===== config.mk =====
export PLATFORM = sky130hd
export DESIGN_NAME = pc_seq
export DESIGN_NICKNAME = d
export VERILOG_FILES = /design/src/rtl/pc_seq_pkg.sv /design/src/rtl/pc_seq_next_pc_calc.sv /design/src/rtl/pc_seq.sv
export SDC_FILE = /design/constraint.sdc
export NUM_CORES = 1
export LEC_CHECK = 0
export CORE_MARGIN = 2
export CORE_UTILIZATION = 45
export DETAILED_ROUTE_END_ITERATION = 8
export GPL_ROUTABILITY_DRIVEN = 1
export PLACE_DENSITY = 0.79
export SLEW_MARGIN = 5
export SYNTH_ARGS = -nofsm -noshare
export SYNTH_HDL_FRONTEND = slang
export SYNTH_SLANG_ARGS = --single-unit
export TNS_END_PERCENT = 5

===== constraint.sdc =====
create_clock -name clk -period 4.7 [get_ports clk]
set_input_delay 0.94 -clock clk [delete_from_list [all_inputs] [get_ports clk]]
set_output_delay 0.94 -clock clk [all_outputs]
set_load 0.01 [all_outputs]

===== src/rtl/pc_seq_pkg.sv =====
// Shared definitions for the fetch sequencer and its next-PC helper.
//   NPC_*   : next-PC select encodings, driven by the control unit on npc_op
//   state_t : sequencer FSM encoding, also exported on the pc_seq debug port
package pc_seq_pkg;

  localparam logic [1:0] NPC_PLUS4  = 2'b00;
  localparam logic [1:0] NPC_BRANCH = 2'b01;
  localparam logic [1:0] NPC_JUMP   = 2'b10;
  localparam logic [1:0] NPC_RA     = 2'b11;

  typedef enum logic [2:0] {
    ST_IDLE     = 3'd0,
    ST_REQ      = 3'd1,
    ST_WAIT_RSP = 3'd2,
    ST_EXEC     = 3'd3,
    ST_ERR      = 3'd4
  } state_t;

endpackage


===== src/rtl/pc_seq_next_pc_calc.sv =====
// Combinational next-PC resolver, shared with the single-cycle core.
//   pc     : address of the instruction being retired
//   npc_op : PLUS4 / BRANCH / JUMP / RA select
//   imm    : 26-bit immediate field (branch uses imm[15:0])
//   ra     : register-jump target
//   npc    : resolved next PC (all arithmetic wraps modulo 2^32)
module next_pc_calc
  import pc_seq_pkg::*;
(
  input  logic [31:0] pc,
  input  logic [1:0]  npc_op,
  input  logic [25:0] imm,
  input  logic [31:0] ra,
  output logic [31:0] npc
);

  logic [31:0] p4;
  logic [31:0] boff;

  assign p4   = pc + 32'd4;
  // Branch offset is a signed word count, turned into a byte offset.
  assign boff = {{14{imm[15]}}, imm[15:0], 2'b00};

  always_comb begin
    npc = p4;
    case (npc_op)
      NPC_PLUS4:  npc = p4;
      NPC_BRANCH: npc = p4 + boff;
      NPC_JUMP:   npc = {p4[31:28], imm, 2'b00};
      NPC_RA:     npc = ra;
      default:    npc = p4;
    endcase
  end

endmodule


===== src/rtl/pc_seq.sv =====
// Fetch sequencer: owns the architectural PC, fetches one instruction at a
// time from instruction memory, holds it for the core and resolves the next
// PC when the core retires it.
//   clk, rst                       : clock, synchronous active-high reset
//   imem_req/imem_addr/imem_gnt    : fetch request channel
//   imem_rvalid/imem_rdata         : fetch response channel
//   inst_valid/inst/inst_pc        : instruction presented to the core
//   stall/done/npc_op/imm/ra       : retire strobe and next-PC inputs
//   pc, misalign                   : architectural PC, sticky misalign flag
//   state                          : FSM state (debug observation)
//
// Handshakes: a request transfers on a rising edge where imem_req=1 and
// imem_gnt=1; imem_addr is held stable while imem_req=1 without grant. The
// response is a single-cycle imem_rvalid pulse, accepted only in WAIT_RSP.
// The core retires on an edge with done=1 and stall=0 while inst_valid=1.
module pc_seq
  import pc_seq_pkg::*;
#(
  parameter logic [31:0] RESET_PC     = 32'h0000_3000,
  parameter int unsigned DONE_TIMEOUT = 0
) (
  input  logic        clk,
  input  logic        rst,
  output logic        imem_req,
  output logic [31:0] imem_addr,
  input  logic        imem_gnt,
  input  logic        imem_rvalid,
  input  logic [31:0] imem_rdata,
  output logic        inst_valid,
  output logic [31:0] inst,
  output logic [31:0] inst_pc,
  input  logic        stall,
  input  logic        done,
  input  logic [1:0]  npc_op,
  input  logic [25:0] imm,
  input  logic [31:0] ra,
  output logic [31:0] pc,
  output logic        misalign,
  output state_t      state
);

  logic [31:0] npc;
  logic [31:0] tmo_cnt;
  logic        retire;
  logic        ra_bad;
  logic        tmo_hit;

  next_pc_calc u_next_pc_calc (
    .pc     (inst_pc),
    .npc_op (npc_op),
    .imm    (imm),
    .ra     (ra),
    .npc    (npc)
  );

  assign imem_addr = pc;
  // stall overrides done: the core must be ready for the retire to count.
  assign retire    = done && !stall;
  assign ra_bad    = (npc_op == NPC_RA) && (ra[1:0] != 2'b00);
  // tmo_cnt counts completed EXEC cycles without retire; the limit is hit
  // on the edge that ends the DONE_TIMEOUT-th such cycle.
  assign tmo_hit   = (DONE_TIMEOUT != 0) && (tmo_cnt == DONE_TIMEOUT - 1);

  always_ff @(posedge clk) begin
    if (rst) begin
      state      <= ST_IDLE;
      pc         <= RESET_PC;
      imem_req   <= 1'b0;
      inst_valid <= 1'b0;
      inst       <= 32'd0;
      inst_pc    <= 32'd0;
      misalign   <= 1'b0;
      tmo_cnt    <= 32'd0;
    end else begin
      case (state)
        ST_IDLE: begin
          state    <= ST_REQ;
          imem_req <= 1'b1;
        end
        ST_REQ: begin
          if (imem_gnt) begin
            state    <= ST_WAIT_RSP;
            imem_req <= 1'b0;
          end
        end
        ST_WAIT_RSP: begin
          if (imem_rvalid) begin
            inst       <= imem_rdata;
            inst_pc    <= pc;
            inst_valid <= 1'b1;
            tmo_cnt    <= 32'd0;
            state      <= ST_EXEC;
          end
        end
        ST_EXEC: begin
          if (retire) begin
            inst_valid <= 1'b0;
            if (ra_bad) begin
              // PC is left at the faulting instruction's fetch address.
              misalign <= 1'b1;
              state    <= ST_ERR;
            end else begin
              pc       <= npc;
              imem_req <= 1'b1;
              state    <= ST_REQ;
            end
          end else if (tmo_hit) begin
            inst_valid <= 1'b0;
            state      <= ST_ERR;
          end else begin
            tmo_cnt <= tmo_cnt + 32'd1;
          end
        end
        ST_ERR: begin
          // Frozen until reset.
        end
        default: begin
          state      <= ST_ERR;
          imem_req   <= 1'b0;
          inst_valid <= 1'b0;
        end
      endcase
    end
  end

endmodule


## Word level (Yosys, flattened, before mapping)

Cells that the tools add are included.

| storage, ports and cells | value |
|---|---|
| register bits after elaboration | 102 |
| input bits | 98 |
| output and inout port bits | 134 |
| word-level logic and storage cells | 51 |

| cells by class | value |
|---|---|
| add/subtract/negate cells | 2 |
| equal/unequal tests | 11 |
| muxes and demuxes | 13 |
| bitwise gates (word level) | 4 |
| reductions and logical operators | 14 |

Operators with widths:

| cell | number |
|---|---|
| 32-bit case mux with 4 select lines | 1 |
| 32-bit by 3-bit adder with 32-bit output (second input constant) | 1 |
| 32-bit adder | 1 |
| 3-bit case mux with 5 select lines | 1 |
| 3-bit 2-to-1 mux | 4 |
| 3-bit AND reduction | 3 |
| 2-bit != test (second input constant) | 4 |
| 4-bit AND reduction | 2 |
| 3-bit by 2-bit == test with 1-bit output (second input constant) | 2 |
| 1-bit 2-to-1 mux | 5 |
| 2-bit == test (second input constant) | 2 |
| 1-bit NOT | 4 |
| 1-bit case mux with 4 select lines | 1 |
| 3-bit by 1-bit == test with 1-bit output (second input constant) | 1 |
| 3-bit == test (second input constant) | 1 |
| 3-bit zero test | 1 |
| 1-bit case mux with 3 select lines | 1 |
| 3-bit OR reduction | 1 |
| 2-bit by 1-bit == test with 1-bit output (second input constant) | 1 |
| 1-bit logical AND | 2 |
| 2-bit zero test | 1 |
| 2-bit AND reduction | 1 |
| 2-bit nonzero test | 1 |
| 2-bit OR reduction | 1 |
| 1-bit zero test | 1 |

## Longest topological paths before layout

Gate-level depths: netlist of run 1.

| depth | value |
|---|---|
| depth in word-level cells | 5 |
| gate-level depth with buffers | 15 |

## Hierarchy

Synthesis of run 1 repeated with hierarchy kept, for this count alone.

| unflattened totals | value |
|---|---|
| cells, all modules | 843 |
| area, all modules | 6737.7 um2 |

Modules (own cells, without submodules):

| module | instances | cells an instance | area an instance (um2) | sequential area each (um2) |
|---|---|---|---|---|
| pc_seq | 1 | 494 | 3966.3 | 2042.0 |
| next_pc_calc | 1 | 349 | 2771.4 | 0.0 |

## Least setup slack after synthesis of run 1

Ideal clock, no wire load.

| path | value |
|---|---|
| path type | flip-flop to flip-flop |
| start | register inst_pc[2] |
| end | register pc[23] (netlist: imem_addr[23]) |
| setup time | 0.060 ns |
| data arrival time | 3.549 ns |
| data required time | 4.640 ns |
| setup slack | 1.091 ns |
| cell stages (with the launch flop) | 15 |
| buffers on the path | 1 |
| cells stage by stage | dfxtp_1 > ha_1 > nand4_4 > nor4_2 > nand3_1 > xnor2_1 > ha_1 > clkbuf_1 > nand2_1 > o21ai_0 > a211oi_1 > a211oi_1 > nor4_1 > a2111oi_0 > a22o_1 |

| between the ends | value |
|---|---|
| word-level cells in the longest chain between the ends | 3 |

RTL lines:

| element | RTL line | RTL |
|---|---|---|
| start, declared | pc_seq.sv:31 | `output logic [31:0] inst_pc,` |
| start signal, assigned | pc_seq.sv:89 | `inst_pc <= pc;` |
| 32-bit by 3-bit adder with 32-bit output * | pc_seq_next_pc_calc.sv:20 | `assign p4 = pc + 32'd4;` |
| 32-bit adder | pc_seq_next_pc_calc.sv:28 | `NPC_BRANCH: npc = p4 + boff;` |
| 32-bit case mux with 4 select lines * | pc_seq_next_pc_calc.sv:26 | `case (npc_op)` |
| end signal, assigned | pc_seq.sv:103 | `pc <= npc;` |
| end, declared | pc_seq.sv:37 | `output logic [31:0] pc,` |

Mark *: on every way between the ends. The rest lies on a longest branch, timed or not.
A chain may end at the register's enable or synchronous reset.

## Worst setup path after layout of run 1

Ends and elaborated chain as after synthesis.

==> results of run 1 <==
[placed cells by master, fill, tap and decap left out, drive strengths merged, types with 5 or more instances in the layout]
master	netlist	final
dfxtp	102	102
mux2i	14	14
ha	34	34
a31oi	5	5
nor3	18	18
and3	12	12
xnor2	20	20
or3	6	6
nand2	192	192
mux4	11	11
nand3b	5	5
nand4	14	14
clkbuf	43	9
buf	44	14
a21o	15	15
o21ai	28	28
inv	15	18
clkdlybuf4s50	0	229
a211oi	12	12
a21oi	123	123
nor2	39	39
o211ai	7	7
o21a	9	9
xor2	23	23
a22o	8	8
nor4	9	9
nand3	18	18
[flip-flops by register name, indices dropped and copies added (netlist names)]
signal / count
inst_pc: 32
imem_addr: 32
inst: 32
inst_valid: 1
misalign: 1
state: 3
imem_req: 1
[per-stage QoR]
step	worst slack, ns	std cells	utilization [%]
after CTS	0.608	1287	62.4
after detailed placement	0.650	1272	60.6
after global placement	0.763	1272	60.6
after global routing	0.174	1287	62.4
after floorplan	1.09	905	-
final	0.582	1287	62.4
[power by group through the flow]
| stage | clock network (mW) | logic (mW) | registers (mW) |
|---|---|---|---|
| after detailed placement | 0 | 0.320 | 0.907 |
| final | 0.743 | 0.325 | 0.887 |
| after CTS | 0.755 | 0.321 | 0.887 |
| after global routing | 0.786 | 0.349 | 0.889 |
| after global placement | 0 | 0.320 | 0.907 |
| after floorplan | 0 | 0.155 | 0.910 |
[per-layer routing]
layer	up-vias	routed length, um
met5	-	0
met4	0	476
met3	33	2090
met2	326	11600
met1	3482	10200
li1	3551	-
[worst min-delay path, stage by stage, from the launching register on]
cell	delay (ns)
sky130_fd_sc_hd__dfxtp_1	0.31
sky130_fd_sc_hd__nand2_1	0.05
sky130_fd_sc_hd__a21oi_1	0.05
[cell families (layout without fill, tap and decap cells)]
logic type,Yosys count,after routing,synth area share [%]
XOR/XNOR,43,43,5.45
adder cells (fa/ha/maj),35,35,6.32
AND/OR/NAND/NOR,340,340,23.0
AO/OA/AOI/OAI,254,254,22.8
buffers and inverters,103,274,7.53
multiplexers,28,28,5.98
flip-flops,102,102,29.0
[final cells by class]
type                            count  area [um2]
Fill cell                        1374        5730
Timing Repair Buffer              243        2390
Inverter                           16        60.1
Clock buffer                        9         225
Multi-Input combinational cell    700        4490
Clock inverter                      6        56.3
Sequential cell                   102        2040
Tap cell                          211         264
[final timing paths]
| kind | cells after the start | endpoint | from |
|---|---|---|---|
| hold / removal | 2 | inst[29]$_SDFFE_PP0P_ | inst[29]$_SDFFE_PP0P_ |
| setup / recovery | 13 | imem_addr[23]$_SDFFE_PP0P_ | inst_pc[2]$_SDFFE_PP0P_ |
| hold reg to reg | 2 | inst[29]$_SDFFE_PP0P_ | inst[29]$_SDFFE_PP0P_ |
| setup reg to reg | 13 | imem_addr[23]$_SDFFE_PP0P_ | inst_pc[2]$_SDFFE_PP0P_ |
==> out/results.ini, run 1 <==
[sta]
grt_setup_unrepaired = no
max-slew-margin-rel_pct = 40.5
fmax_mhz = 243
fin_setup_tns_ns = 0
final_max_slew_viol_count = 0
finalHoldViolations = 0
final_min_period_over_clock_period_pct = 87.6
min_period_ns = 4.12
clock-skew-final_ns = 0.00710
hold_ws_ns = 0.454
worstMarginPinSlew_ns = 0.892
setup_viol_count_final = 0

[floorplanning]
die_width_um = 129
dieHeight_um = 129
die-area_mm2 = 0.0167
placementRows = 45
top_level_ports = 232
floorplan.core_area_mm2 = 0.0153
initial_util_pct = 46.2

[synth]
synth_cell_types = 77
ys_seq_elements = 102
synthCells = 905
syn-cell-area_mm2 = 0.00705
most_area_hungry_cell_type_in_the_yosys_netlist = sky130_fd_sc_hd__dfxtp_1
synth_enable_flop_cells = 0
yosysTopAreaCellShare_pct = 29.0
synth.area.top_cells = sky130_fd_sc_hd__dfxtp_1 (29%), sky130_fd_sc_hd__nand2_1 (10%), sky130_fd_sc_hd__a21oi_1 (8.7%)
synthFlopType = sky130_fd_sc_hd__dfxtp_1
synth_nets = 1038
synthMostInstantiatedCell = sky130_fd_sc_hd__nand2_1
synth_seq_area_share_pct = 29.0
synth_common_cells = sky130_fd_sc_hd__nand2_1 (192), sky130_fd_sc_hd__a21oi_1 (123), sky130_fd_sc_hd__dfxtp_1 (102)
synth-warning-count = 0
ys_async_sr_fraction_pct = 0
post_synth.cell_area_avg_um2 = 7.79

[global_route]
grt_max_degree = 51
grt_overflow = 0
grt.total_usage_pct = 28.9
number_of_global_route_vias_before_repair = 6867
number_of_antenna_violations_at_the_first_check_in_global_routing = 0
globalRoute.busiestLayer = met2
grt.met2_usage_pct = 46.4
grtUsageMet1_pct = 38.5
met3_demand_to_capacity_share_in_global_routing_pct = 7.14
grt_first_pass_wirelength_mm = 37.4

[worst_hold_path]
worst_hold_path_type = reg -> reg

[clock_tree]
clk_latency_ns = 0.36
post_cts_hold_buffer_count = 0
clk_pin_slew_ns = 0.07
cts_max_path_buffers = 2
cts-buffers-inserted = 9
cts.htree.levels = 3
clock-root-buffer = sky130_fd_sc_hd__clkbuf_16
cts_tree = built
clock_sinks = 102
cts.repair_timing.setup_buffer_count = 0
post_cts.resized_instances = 0

[power_and_ir_drop]
worst_ir_drop_vdd_mv = 0.209
power_density_mw_per_mm2 = 205
static-leakage-power_nw = 3.59
power_switching_uw = 547
p_sw_share_pct = 28.0
power.total_mw = 1.96
combinationalPowerShare_pct = 16.6
cell_internal_pwr_mw = 1.41
clock_power_share_pct = 38.0
power.share.sequential_pct = 45.3

[critical_path]
slowest_stage = sky130_fd_sc_hd__a211oi_1
critPathBufInv = 0
cp_data_required_time_ns = 5.00
worst_path_dominant_cell_family = compound AO/OA/AOI/OAI gates
regToRegSetupSlack_ns = 0.58
slowest_delay_ns = 0.62
timing.critical_path.cells = ha_1 > nand4_4 > nor4_2 > nand3_1 > xnor2_1 > ha_1 > nand2_1 > o21ai_0 > a211oi_1 > a211oi_1 > nor4_1 > a2111oi_0 > a22o_1
setup.worst_path.end_class = flop
worstPathMaxFanout = 10
setup.worst_path.start_class = flop
critPathArrivalTime_ns = 4.42
criticalPathCategory = reg -> reg

[routing]
first_iter_violations = 627
postRouteWirelength_mm = 24.4
vias_per_cell = 5.74
route.vias.total = 7392
remaining_drcs = 0
postRouteAntennaNets = 0
routedWlPerCell_um = 19.0
detailed_routing_iterations_pass_1 = 5

[final_layout]
syn2layout_area_growth_pct = 35.2
postLayoutCellArea_mm2 = 0.00953
finalNetCount = 1205
share_of_cells_above_drive_strength_1_pct = 5.86
n_antenna_cell = 0

[place]
gp_congestion = 0.930
post-dp-hpwl_mm = 18.6
placed_area_mm2 = 0.00924
io_buf_count = 231

[run]
maxCapViolations = 0

[status]
status = finished clean

No activity file was read; power rests on OpenSTA's default activity.
==> run 2, diff against run 1 <==
- SETUP_SLACK_MARGIN: unset -> 0.2
==> out/results.ini, run 2 (synthesis results as in run 1) <==
[floorplanning]
placementRows = 45  ; unchanged
die-area_mm2 = 0.0167  ; unchanged
initial_util_pct = 46.2  ; unchanged
floorplan.core_area_mm2 = 0.0153  ; unchanged
dieHeight_um = 129  ; unchanged
die_width_um = 129  ; unchanged
top_level_ports = 232  ; unchanged

[critical_path]
setup.worst_path.end_class = flop  ; unchanged
critPathArrivalTime_ns = 4.26  ; was 4.42 ns
criticalPathCategory = reg -> reg  ; unchanged
reg2reg_depth = 13  ; unchanged
slowest_stage = sky130_fd_sc_hd__nor4_2  ; was sky130_fd_sc_hd__a211oi_1
regToRegSetupSlack_ns = 0.69  ; was 0.58 ns
setup.worst_path.start_class = flop  ; unchanged
r2r_end = imem_addr[27]$_SDFFE_PP0P_  ; was imem_addr[23]$_SDFFE_PP0P_
worstPathMaxFanout = 10  ; unchanged
timing.critical_path.cells = ha_1 > nand4_4 > nor4_2 > nand3_1 > xnor2_1 > ha_1 > a21oi_1 > o21ai_0 > a211oi_1 > a211oi_2 > nor3b_1 > o21ai_0 > a22o_1  ; was ha_1 > nand4_4 > nor4_2 > nand3_1 > xnor2_1 > ha_1 > nand2_1 > o21ai_0 > a211oi_1 > a211oi_1 > nor4_1 > a2111oi_0 > a22o_1
worst_r2r_startpoint = inst_pc[2]$_SDFFE_PP0P_  ; unchanged
cp-startpoint = inst_pc[2]$_SDFFE_PP0P_  ; unchanged
slowest_delay_ns = 0.60  ; was 0.62 ns
cp_data_required_time_ns = 4.95  ; was 5.00 ns

[sta]
fmax_mhz = 249  ; was 243 MHz
min_period_ns = 4.01  ; was 4.12 ns
max-slew-margin-rel_pct = 40.1  ; was 40.5%
setup_viol_count_final = 0  ; unchanged
finalHoldViolations = 0  ; unchanged
grt_setup_unrepaired = no  ; unchanged
worstMarginPinSlew_ns = 0.899  ; was 0.892 ns
final_max_slew_viol_count = 0  ; unchanged
final_min_period_over_clock_period_pct = 85.3  ; was 87.6%
hold_ws_ns = 0.454  ; about the same
fin_setup_tns_ns = 0  ; unchanged
setup_ws_ns = 0.690  ; was 0.582 ns
clock-skew-final_ns = 0.00752  ; was 0.00710 ns

[place]
gp_congestion = 0.930  ; unchanged
io_buf_count = 231  ; unchanged
dpl_worst_slack_ns = 0.650  ; unchanged
placed_area_mm2 = 0.00924  ; unchanged
post-dp-hpwl_mm = 18.6  ; unchanged
placed_cells_incl_taps = 1272  ; unchanged

[routing]
postRouteWirelength_mm = 24.3  ; was 24.4 mm
postRouteAntennaNets = 0  ; unchanged
remaining_drcs = 0  ; unchanged
detailed_routing_iterations_pass_1 = 7  ; was 5
routedWlPerCell_um = 18.9  ; was 19.0 um
first_iter_violations = 638  ; was 627
vias_per_cell = 5.74  ; about the same
route.vias.total = 7387  ; was 7,392

[power_and_ir_drop]
worst_ir_drop_vdd_mv = 0.207  ; was 0.209 mV
power.share.sequential_pct = 45.4  ; was 45.3%
power.total_mw = 1.95  ; was 1.96 mW
combinationalPowerShare_pct = 16.6  ; about the same
clock_power_share_pct = 38.0  ; about the same
static-leakage-power_nw = 3.59  ; about the same
power_density_mw_per_mm2 = 205  ; about the same
cell_internal_pwr_mw = 1.41  ; unchanged
power_switching_uw = 546  ; was 547 uW
p_sw_share_pct = 27.9  ; was 28.0%

[final_layout]
final_cell_count_no_fill = 1287  ; unchanged
n_antenna_cell = 0  ; unchanged
share_of_cells_above_drive_strength_1_pct = 5.95  ; was 5.86%
finalNetCount = 1205  ; unchanged
syn2layout_area_growth_pct = 35.2  ; about the same
final_cell_mix = sky130_fd_sc_hd__clkdlybuf4s50_1 (229), sky130_fd_sc_hd__nand2_1 (192), sky130_fd_sc_hd__a21oi_1 (123), sky130_fd_sc_hd__dfxtp_1 (102), sky130_fd_sc_hd__nor2_1 (38)  ; unchanged
postLayoutCellArea_mm2 = 0.00953  ; about the same
final_common_cell = sky130_fd_sc_hd__clkdlybuf4s50_1  ; unchanged
fin_util_pct = 62.5  ; was 62.4%
number_of_filler_cells_placed_in_the_layout = 1376  ; was 1,374

[global_route]
grtUsageMet1_pct = 38.5  ; unchanged
globalRoute.busiestLayer = met2  ; unchanged
grt_overflow = 0  ; unchanged
grt_max_degree = 51  ; unchanged
grt_first_pass_wirelength_mm = 37.4  ; unchanged
grt.met2_usage_pct = 46.4  ; unchanged
met3_demand_to_capacity_share_in_global_routing_pct = 7.14  ; unchanged
number_of_global_route_vias_before_repair = 6867  ; unchanged
number_of_antenna_violations_at_the_first_check_in_global_routing = 0  ; unchanged
grt.total_usage_pct = 28.9  ; unchanged

[clock_tree]
cts_tree = built  ; unchanged
clk_pin_slew_ns = 0.08  ; was 0.07 ns
cts.htree.levels = 3  ; unchanged
cts_max_path_buffers = 2  ; unchanged
clk_latency_ns = 0.35  ; was 0.36 ns
cts-buffers-inserted = 9  ; unchanged
clock_sinks = 102  ; unchanged
clock-root-buffer = sky130_fd_sc_hd__clkbuf_16  ; unchanged

[worst_hold_path]
min_delay_worst_endpoint = inst[29]$_SDFFE_PP0P_  ; unchanged
worst_hold_path_type = reg -> reg  ; unchanged
min_path_cells = 2  ; unchanged
hold_path.startpoint = inst[29]$_SDFFE_PP0P_  ; unchanged

[run]
maxCapViolations = 0  ; unchanged

[status]
status = finished clean  ; unchanged

## run 2: what timing repair did
item,CTS,global route
hold buffers,0,0
resized for setup,0,1
buffers inserted,0,0
setup endpoints to repair,0,1
## run 2: power by group through the flow
stage	sequential, mW	clock [mW]	combinational (mW)
after global placement	0.907	0	0.320
final	0.887	0.742	0.325
after global routing	0.889	0.786	0.349
after CTS	0.887	0.755	0.321
after detailed placement	0.907	0	0.320
after floorplan	0.910	0	0.155
## run 2: area by class of cell
cell class / instances / area, um2 / area share (%)
Tap cell: 211 / 264 / 2.77
Inverter: 16 / 60.1 / 0.630
Clock inverter: 6 / 56.3 / 0.591
Clock buffer: 9 / 225 / 2.36
Sequential cell: 102 / 2040 / 21.4
Multi-Input combinational cell: 700 / 4490 / 47.1
Timing Repair Buffer: 243 / 2390 / 25.1
## run 2: worst max-delay path by stage
stage	end	slack (ns)	cells after the start
2_1_floorplan	imem_addr[23]$_SDFFE_PP0P_	1.09	14
3_3_place_gp	imem_addr[23]$_SDFFE_PP0P_	0.76	13
3_5_place_dp	imem_addr[23]$_SDFFE_PP0P_	0.65	13
4_1_cts	imem_addr[23]$_SDFFE_PP0P_	0.61	13
5_1_grt	imem_addr[31]$_SDFFE_PP0P_	0.30	13
6_report	imem_addr[27]$_SDFFE_PP0P_	0.69	13
## run 2: critical path, delay by kind of cell, from the launching register on
family	cells	cell delay (ns)
AND/OR/NAND/NOR	4	1.18
XOR/XNOR	1	0.24
AO/OA/AOI/OAI	6	1.41
flip-flops	1	0.41
adder cells (fa/ha/maj)	2	0.66
## run 2: routing by layer
metal,wire (um),vias to the layer above
met5,0,-
met4,473,0
met3,2000,34
met2,11600,324
met1,10300,3483
li1,-,3546
==> run 3, diff against run 2 <==
- CTS_BUF_LIST: unset -> sky130_fd_sc_hd__clkbuf_8 sky130_fd_sc_hd__clkbuf_16
==> results of run 3 <==
Final layout, timing and power as in run 2 (identical DEF).
